`src/rtl/hazard_ctrl.sv`:
```
// Hazard and stall controller for the 5-stage MIPS core: load-use bubbles,
// taken-branch IF/ID flush and front-end freeze during data-memory misses.
module hazard_ctrl #(
    parameter int MEM_TIMEOUT = 64,
    parameter int CNT_W       = 16
) (
    input  logic             clk_i,
    input  logic             rst_i,
    input  logic [4:0]       id_rs_i,
    input  logic [4:0]       id_rt_i,
    input  logic             id_uses_rt_i,
    input  logic             id_memread_i,
    input  logic             branch_taken_i,
    input  logic             mem_stall_req_i,
    input  logic             mem_ready_i,
    output logic             pc_en_o,
    output logic             idex_en_o,
    output logic             bubble_o,
    output logic             flush_if_o,
    output logic [CNT_W-1:0] stall_cnt_o,
    output logic             err_o
);

    localparam int WAIT_W = (MEM_TIMEOUT > 2) ? $clog2(MEM_TIMEOUT) : 1;

    typedef enum logic {
        RUN      = 1'b0,
        MEM_WAIT = 1'b1
    } state_t;

    state_t              state_q, state_d;
    logic                ex_memread_q;
    logic [4:0]          ex_rt_q;
    logic [WAIT_W-1:0]   wait_cnt_q;
    logic [CNT_W-1:0]    stall_cnt_q;
    logic                err_q;

    logic                load_use;
    logic                freeze;
    logic                timeout_hit;

    function automatic logic [CNT_W-1:0] sat_inc(input logic [CNT_W-1:0] v);
        return (&v) ? v : v + 1'b1;
    endfunction

    // Hazard detection against the load currently sitting in EX
    always_comb begin
        load_use    = ex_memread_q && (ex_rt_q != 5'd0) &&
                      ((ex_rt_q == id_rs_i) || (id_uses_rt_i && (ex_rt_q == id_rt_i)));
        timeout_hit = (state_q == MEM_WAIT) && (wait_cnt_q == WAIT_W'(MEM_TIMEOUT - 1));
        freeze      = (state_q == RUN) ? mem_stall_req_i : ~mem_ready_i;
    end

    always_comb begin
        pc_en_o    = 1'b0;
        idex_en_o  = 1'b0;
        bubble_o   = 1'b0;
        flush_if_o = 1'b0;
        state_d    = state_q;

        if (rst_i || freeze) begin
            pc_en_o   = 1'b0;
            idex_en_o = 1'b0;
        end else if (load_use) begin
            // a taken branch here is dropped; it resolves again after the bubble
            idex_en_o = 1'b1;
            bubble_o  = 1'b1;
        end else if (branch_taken_i) begin
            pc_en_o    = 1'b1;
            idex_en_o  = 1'b1;
            flush_if_o = 1'b1;
        end else begin
            pc_en_o   = 1'b1;
            idex_en_o = 1'b1;
        end

        case (state_q)
            RUN:      if (mem_stall_req_i && !mem_ready_i) state_d = MEM_WAIT;
            MEM_WAIT: if (mem_ready_i || timeout_hit)      state_d = RUN;
            default:                                       state_d = RUN;
        endcase
    end

    // State, EX shadow and counters
    always_ff @(posedge clk_i or posedge rst_i) begin
        if (rst_i) begin
            state_q      <= RUN;
            ex_memread_q <= 1'b0;
            ex_rt_q      <= 5'd0;
            wait_cnt_q   <= '0;
            stall_cnt_q  <= '0;
            err_q        <= 1'b0;
        end else begin
            state_q <= state_d;
            if (idex_en_o) begin
                ex_memread_q <= id_memread_i & ~bubble_o;
                ex_rt_q      <= id_rt_i;
            end
            wait_cnt_q <= (state_q == RUN) ? '0 : wait_cnt_q + 1'b1;
            if (!pc_en_o)
                stall_cnt_q <= sat_inc(stall_cnt_q);
            if (timeout_hit && !mem_ready_i)
                err_q <= 1'b1;
        end
    end

    assign stall_cnt_o = stall_cnt_q;
    assign err_o       = err_q;

endmodule

```
`config.mk`:
```
export PLATFORM = sky130hd
export DESIGN_NAME = hazard_ctrl
export DESIGN_NICKNAME = d
export VERILOG_FILES = /design/src/rtl/hazard_ctrl.sv
export SDC_FILE = /design/constraint.sdc
export NUM_CORES = 1
export LEC_CHECK = 0
export ABC_AREA = 0
export CAP_MARGIN = 20
export CORE_MARGIN = 2
export CORE_UTILIZATION = 48
export DETAILED_ROUTE_END_ITERATION = 10
export HOLD_SLACK_MARGIN = 0.05
export PLACE_DENSITY = 0.78
export REMOVE_ABC_BUFFERS = 1
export SYNTH_ARGS = -nofsm -noshare
export SYNTH_HDL_FRONTEND = slang
export SYNTH_SLANG_ARGS = --single-unit
```
`constraint.sdc`:
```
create_clock -name clk_i -period 2.3 [get_ports clk_i]
set_input_delay 0.46 -clock clk_i [delete_from_list [all_inputs] [get_ports clk_i]]
set_output_delay 0.46 -clock clk_i [all_outputs]
set_load 0.05 [all_outputs]
```
Word-level counts from Yosys, hierarchy flattened. Index checks and enable logic that the tools add are counted.

$add $sub $neg: 2. Eq/ne operators: 3. Mux-type cells: 13. Reductions and logical operators: 13. Bitwise logic cells: 6.

Operators with widths (count): $add A16 B1 Y16 const B (1); $reduce_and A16 Y1 (1); $mux W1 (11); $eq A5 B5 Y1 (2); $add A6 B1 Y6 const B (1); $eq A6 B6 Y1 const B (1); $logic_and A1 B1 Y1 (6); $mux W6 (1); $not A1 Y1 (5); $reduce_bool A5 Y1 (1); $logic_or A1 B1 Y1 (3); $pmux W1 S2 (1); $reduce_and A2 Y1 (1); $and A1 B1 Y1 (1); $logic_not A1 Y1 (1).

Output and inout port bits: 21. Register bits: 30. Input port bits: 17. Word-level logic and storage cells: 43.

Longest topological paths before layout.
Depth in word-level cells: 8. Depth in mapped cells: 7. Depth with buffers taken out: 7.

Worst setup path before layout. OpenSTA, ideal clock, no wires.

Kind: register to output. From: register state_q. To: output port flush_if_o. Cell stages (with the launch flop): 7. Data required time: 1.840 ns. Setup slack: -0.160 ns. Data arrival time: 2.000 ns. Buffers on the path: 2. Path through: dfrtp_1 > nor2b_1 > or3_1 > buf_2 > a21oi_4 > buf_4 > and2_1.

Cells in the longest elaborated chain, start to end: 3.

Ends and longest elaborated chain: start: declaration (RTL line 31) `state_t state_q, state_d;`; start signal: assignment (RTL line 94) `state_q <= state_d;`; $mux W1 (RTL line 51) `freeze = (state_q == RUN) ? mem_stall_req_i : ~mem_ready_i;`; $logic_or A1 B1 Y1 (RTL line 61) `if (rst_i || freeze) begin`; $mux W1 (RTL line 61); end: declaration (RTL line 19) `output logic flush_if_o,`.

Every way passes these cells.

Worst setup path in the final report.
From: input port rst_i. To: output port flush_if_o.

Cells in the longest elaborated chain, start to end: 2.

Ends and longest elaborated chain: start: declaration (RTL line 8) `input logic rst_i,`; $logic_or A1 B1 Y1 (RTL line 61); $mux W1 (RTL line 61).

Every way passes these cells.

==> results by group <==
Status
  • Status: finished clean

Placed design
  • Port Buffer Count: 37
  • DP Worst Slack: -0.139 ns
  • Cells after DPL: 244
  • Placer Congestion: around 0.80
  • DP HPWL: about 2400 um

Clocking
  • Clock-pin transition on the worst setup and hold timing paths: about 0.09 ns
  • H-tree Lvls: 2
  • Total CTS buffers: 5
  • CTS Hold Buffers Added: 0
  • CTS tree: built
  • Clk Latency, worst-skew pair: ~0.33 ns
  • Clk sinks: 30
  • Root Buffer: clkbuf_4
  • CTS max path bufs: 2

Floorplanning
  • Starting density of the core: 49.8%
  • Core Box Area: 3030 um^2
  • DIE AREA: 3610 um^2
  • Die Ht: about 60 um
  • Number of cell rows: 20
  • Ports: 38
  • Die W: about 60 um

Final layout
  • Nets: 229
  • Fin util: between 70% and 80%
  • Diode count: 0
  • Layout filler cell count: approximately 230
  • Post-Layout Cell Count: between 200 and 300
  • Area growth syn-to-layout: 42.9%
  • Layout cell share with drive strength beyond 1: 16.1%

Detailed routing
  • ANT nets after route: 0
  • Drt wl/cell: 13.2 um
  • Remaining DRCs: 0
  • Vias/cell: about 5.1
  • Initial DRC Count: 29
  • WL final: roughly 3400 um
  • Routed vias: around 1300
  • DRT Pass-1 Iters: 4

Timing
  • Unrepaired setup endpoints after global routing: yes
  • Final WS setup: approximately 0.048 ns
  • Final hold violations: 0
  • Fin crit period: roughly 2.3 ns
  • Clk_skew: ~0.011 ns
  • Slew @ Worst Pin: about 0.51 ns
  • Rel. slew slack: between 60% and 70%
  • Final Max Tran Viols: 0
  • Hold WS: between 0.3 and 0.4 ns
  • Fmax: ~0.44 GHz
  • Final worst-path cycle share: 97.9%
  • Final setup violation count: 0

Setup path
  • Arrival time at the worst endpoint: roughly 1.8 ns
  • Worst setup path category: in -> out
  • Crit path launch type: input pin
  • CP Data Required Time: ~1.8 ns
  • Capturing element type of the critical path: output pin
  • Crit path max fanout: 3

Global routing
  • Initial antenna violation count: 0
  • Pin count of the biggest net entering global routing: 31
  • Grt ovf: 0
  • Gr usage total: roughly a fifth
  • Vias in the first global route: about 1300
  • First-pass GRT wire length: approximately 5600 um

Synthesis
  • Post-synth top cells: 30 x dfrtp_1, 28 x nand2_1, 13 x xnor2_1, 12 x nor3_1, 12 x xor2_1
  • Syn Std Cell Area: 1510 um^2
  • Top post-synthesis cells by area: dfrtp_1 50%, xnor2_1 7.6%, nand2_1 7.0%
  • #FFs+latches synth: 30
  • Mean Syn Cell Area: approximately 10 um^2
  • Ys async rst share: 100%
  • Post-synth EDFFs: 0
  • Dominant cell by count in the synthesized netlist: dfrtp_1
  • Yosys top cell area share: about 50%
  • Cells after synthesis: between 150 and 200
  • Most used DFF post-synth: dfrtp_1
  • Largest area contributor in the netlist: dfrtp_1
  • Sequential fraction of the synthesis area: about 50%
  • Count of different cell masters after synthesis: 29
  • YS warnings: 0

Power
  • Power, Total: approximately 2.2 mW
  • Static leakage: between 0.9 and 1 nW
  • PwrDens: roughly 1000 nW/um^2
  • Peak supply drop: a little over 0.0008 V

Min path
  • Hold Path Class: in -> reg

Run
  • Maximum capacitance violations: 0
[final cells by class]
class / instances / area [um^2] / share of cell area, %
Inverter: 4 / 15.0 / 0.697
Multi-Input combinational cell: 118 / 753 / 35.0
Sequential cell: 30 / 752 / 34.9
Timing Repair Buffer: 51 / 519 / 24.1
Tap cell: 44 / 55.1 / 2.56
Clock inverter: 1 / 5.00 / 0.232
Clock buffer: 7 / 55.1 / 2.56
[report_power, final]
group / internal (mW) / switching (mW) / leakage, nW
Combinational: 0.387 / 0.645 / 0.568
Sequential: 0.661 / 0.167 / 0.363
Clock: 0.148 / 0.179 / 0.0353
[placed cells by master, fill, tap and decap left out, types with 5 or more instances in the layout]
cell type        synthesis  final
nand2_1                 28     27
clkdlybuf4s50_1          0     21
nand4_1                  5      5
xor2_1                  12     12
dlygate4sd2_1            0      9
xnor2_1                 13     13
nand3_1                  8      8
dfrtp_1                 30     29
nor3_1                  12     12
buf_4                    1     12
nor2_1                   9      8
clkbuf_4                 0      5
[per-layer routing]
layer	track usage, %	routed length, um
met5	0	0
met1	25.6	1480
met2	35.6	1660
met3	5.63	202
met4	6.67	30
[path summary, 6_finish.rpt]
path | startpoint | endpoint | slack, ns | cells after the start
max | rst_i | flush_if_o | 0.05 | 5
min | id_rt_i[1] | ex_rt_q[1]$_DFFE_PP0P_ | 0.38 | 3
max reg2reg | ex_rt_q[2]$_DFFE_PP0P_ | stall_cnt_o[14]$_DFFE_PP0P_ | 0.21 | 9
min reg2reg | wait_cnt_q[0]$_DFF_PP0_ | wait_cnt_q[0]$_DFF_PP0_ | 0.47 | 1
max in group asynchronous | rst_i | state_q$_DFF_PP0_ | 1.48 | 3
min in group asynchronous | rst_i | ex_rt_q[1]$_DFFE_PP0P_ | 0.53 | 3
[critical path, cell delays in order]
cell	delay (ns)
clkdlybuf4s50_1	0.42
or3_4	0.42
a21oi_4	0.18
and2_4	0.18
buf_12	0.13
[metrics by stage]
stage	instance area (um^2)	setup TNS [ns]
final	2150	0
after global routing	2150	-0.00410
after CTS	2130	0
after detailed placement	2040	-0.956
after global placement	2040	-0.602
after floorplan	1500	-0.277
[registers in the layout, summed over array words and instances, names as in the netlist]
| signal | cells |
|---|---|
| wait_cnt_q | 6 |
| state_q | 1 |
| stall_cnt_o | 16 |
| ex_memread_q | 1 |
| err_o | 1 |
| ex_rt_q | 5 |
[repair_timing]
action                     4_1_cts  5_1_grt
buffers inserted                 2        1
pin swaps                       10        9
setup endpoints to repair        3        3
resized for setup               16        5
[kinds of logic (layout without fill, tap and decap cells)]
logic type | count (synthesis) | count (layout) | share of synthesized area (%)
adder cells (fa/ha/maj) | 2 | 2 | 1.66
buffers and inverters | 6 | 63 | 1.83
flip-flops | 30 | 30 | 49.8
AND/OR/NAND/NOR | 80 | 80 | 25.9
multiplexers | 3 | 3 | 2.24
AO/OA/AOI/OAI | 8 | 8 | 4.07
XOR/XNOR | 25 | 25 | 14.5
Note: power is estimated with default switching activity, not from simulation.
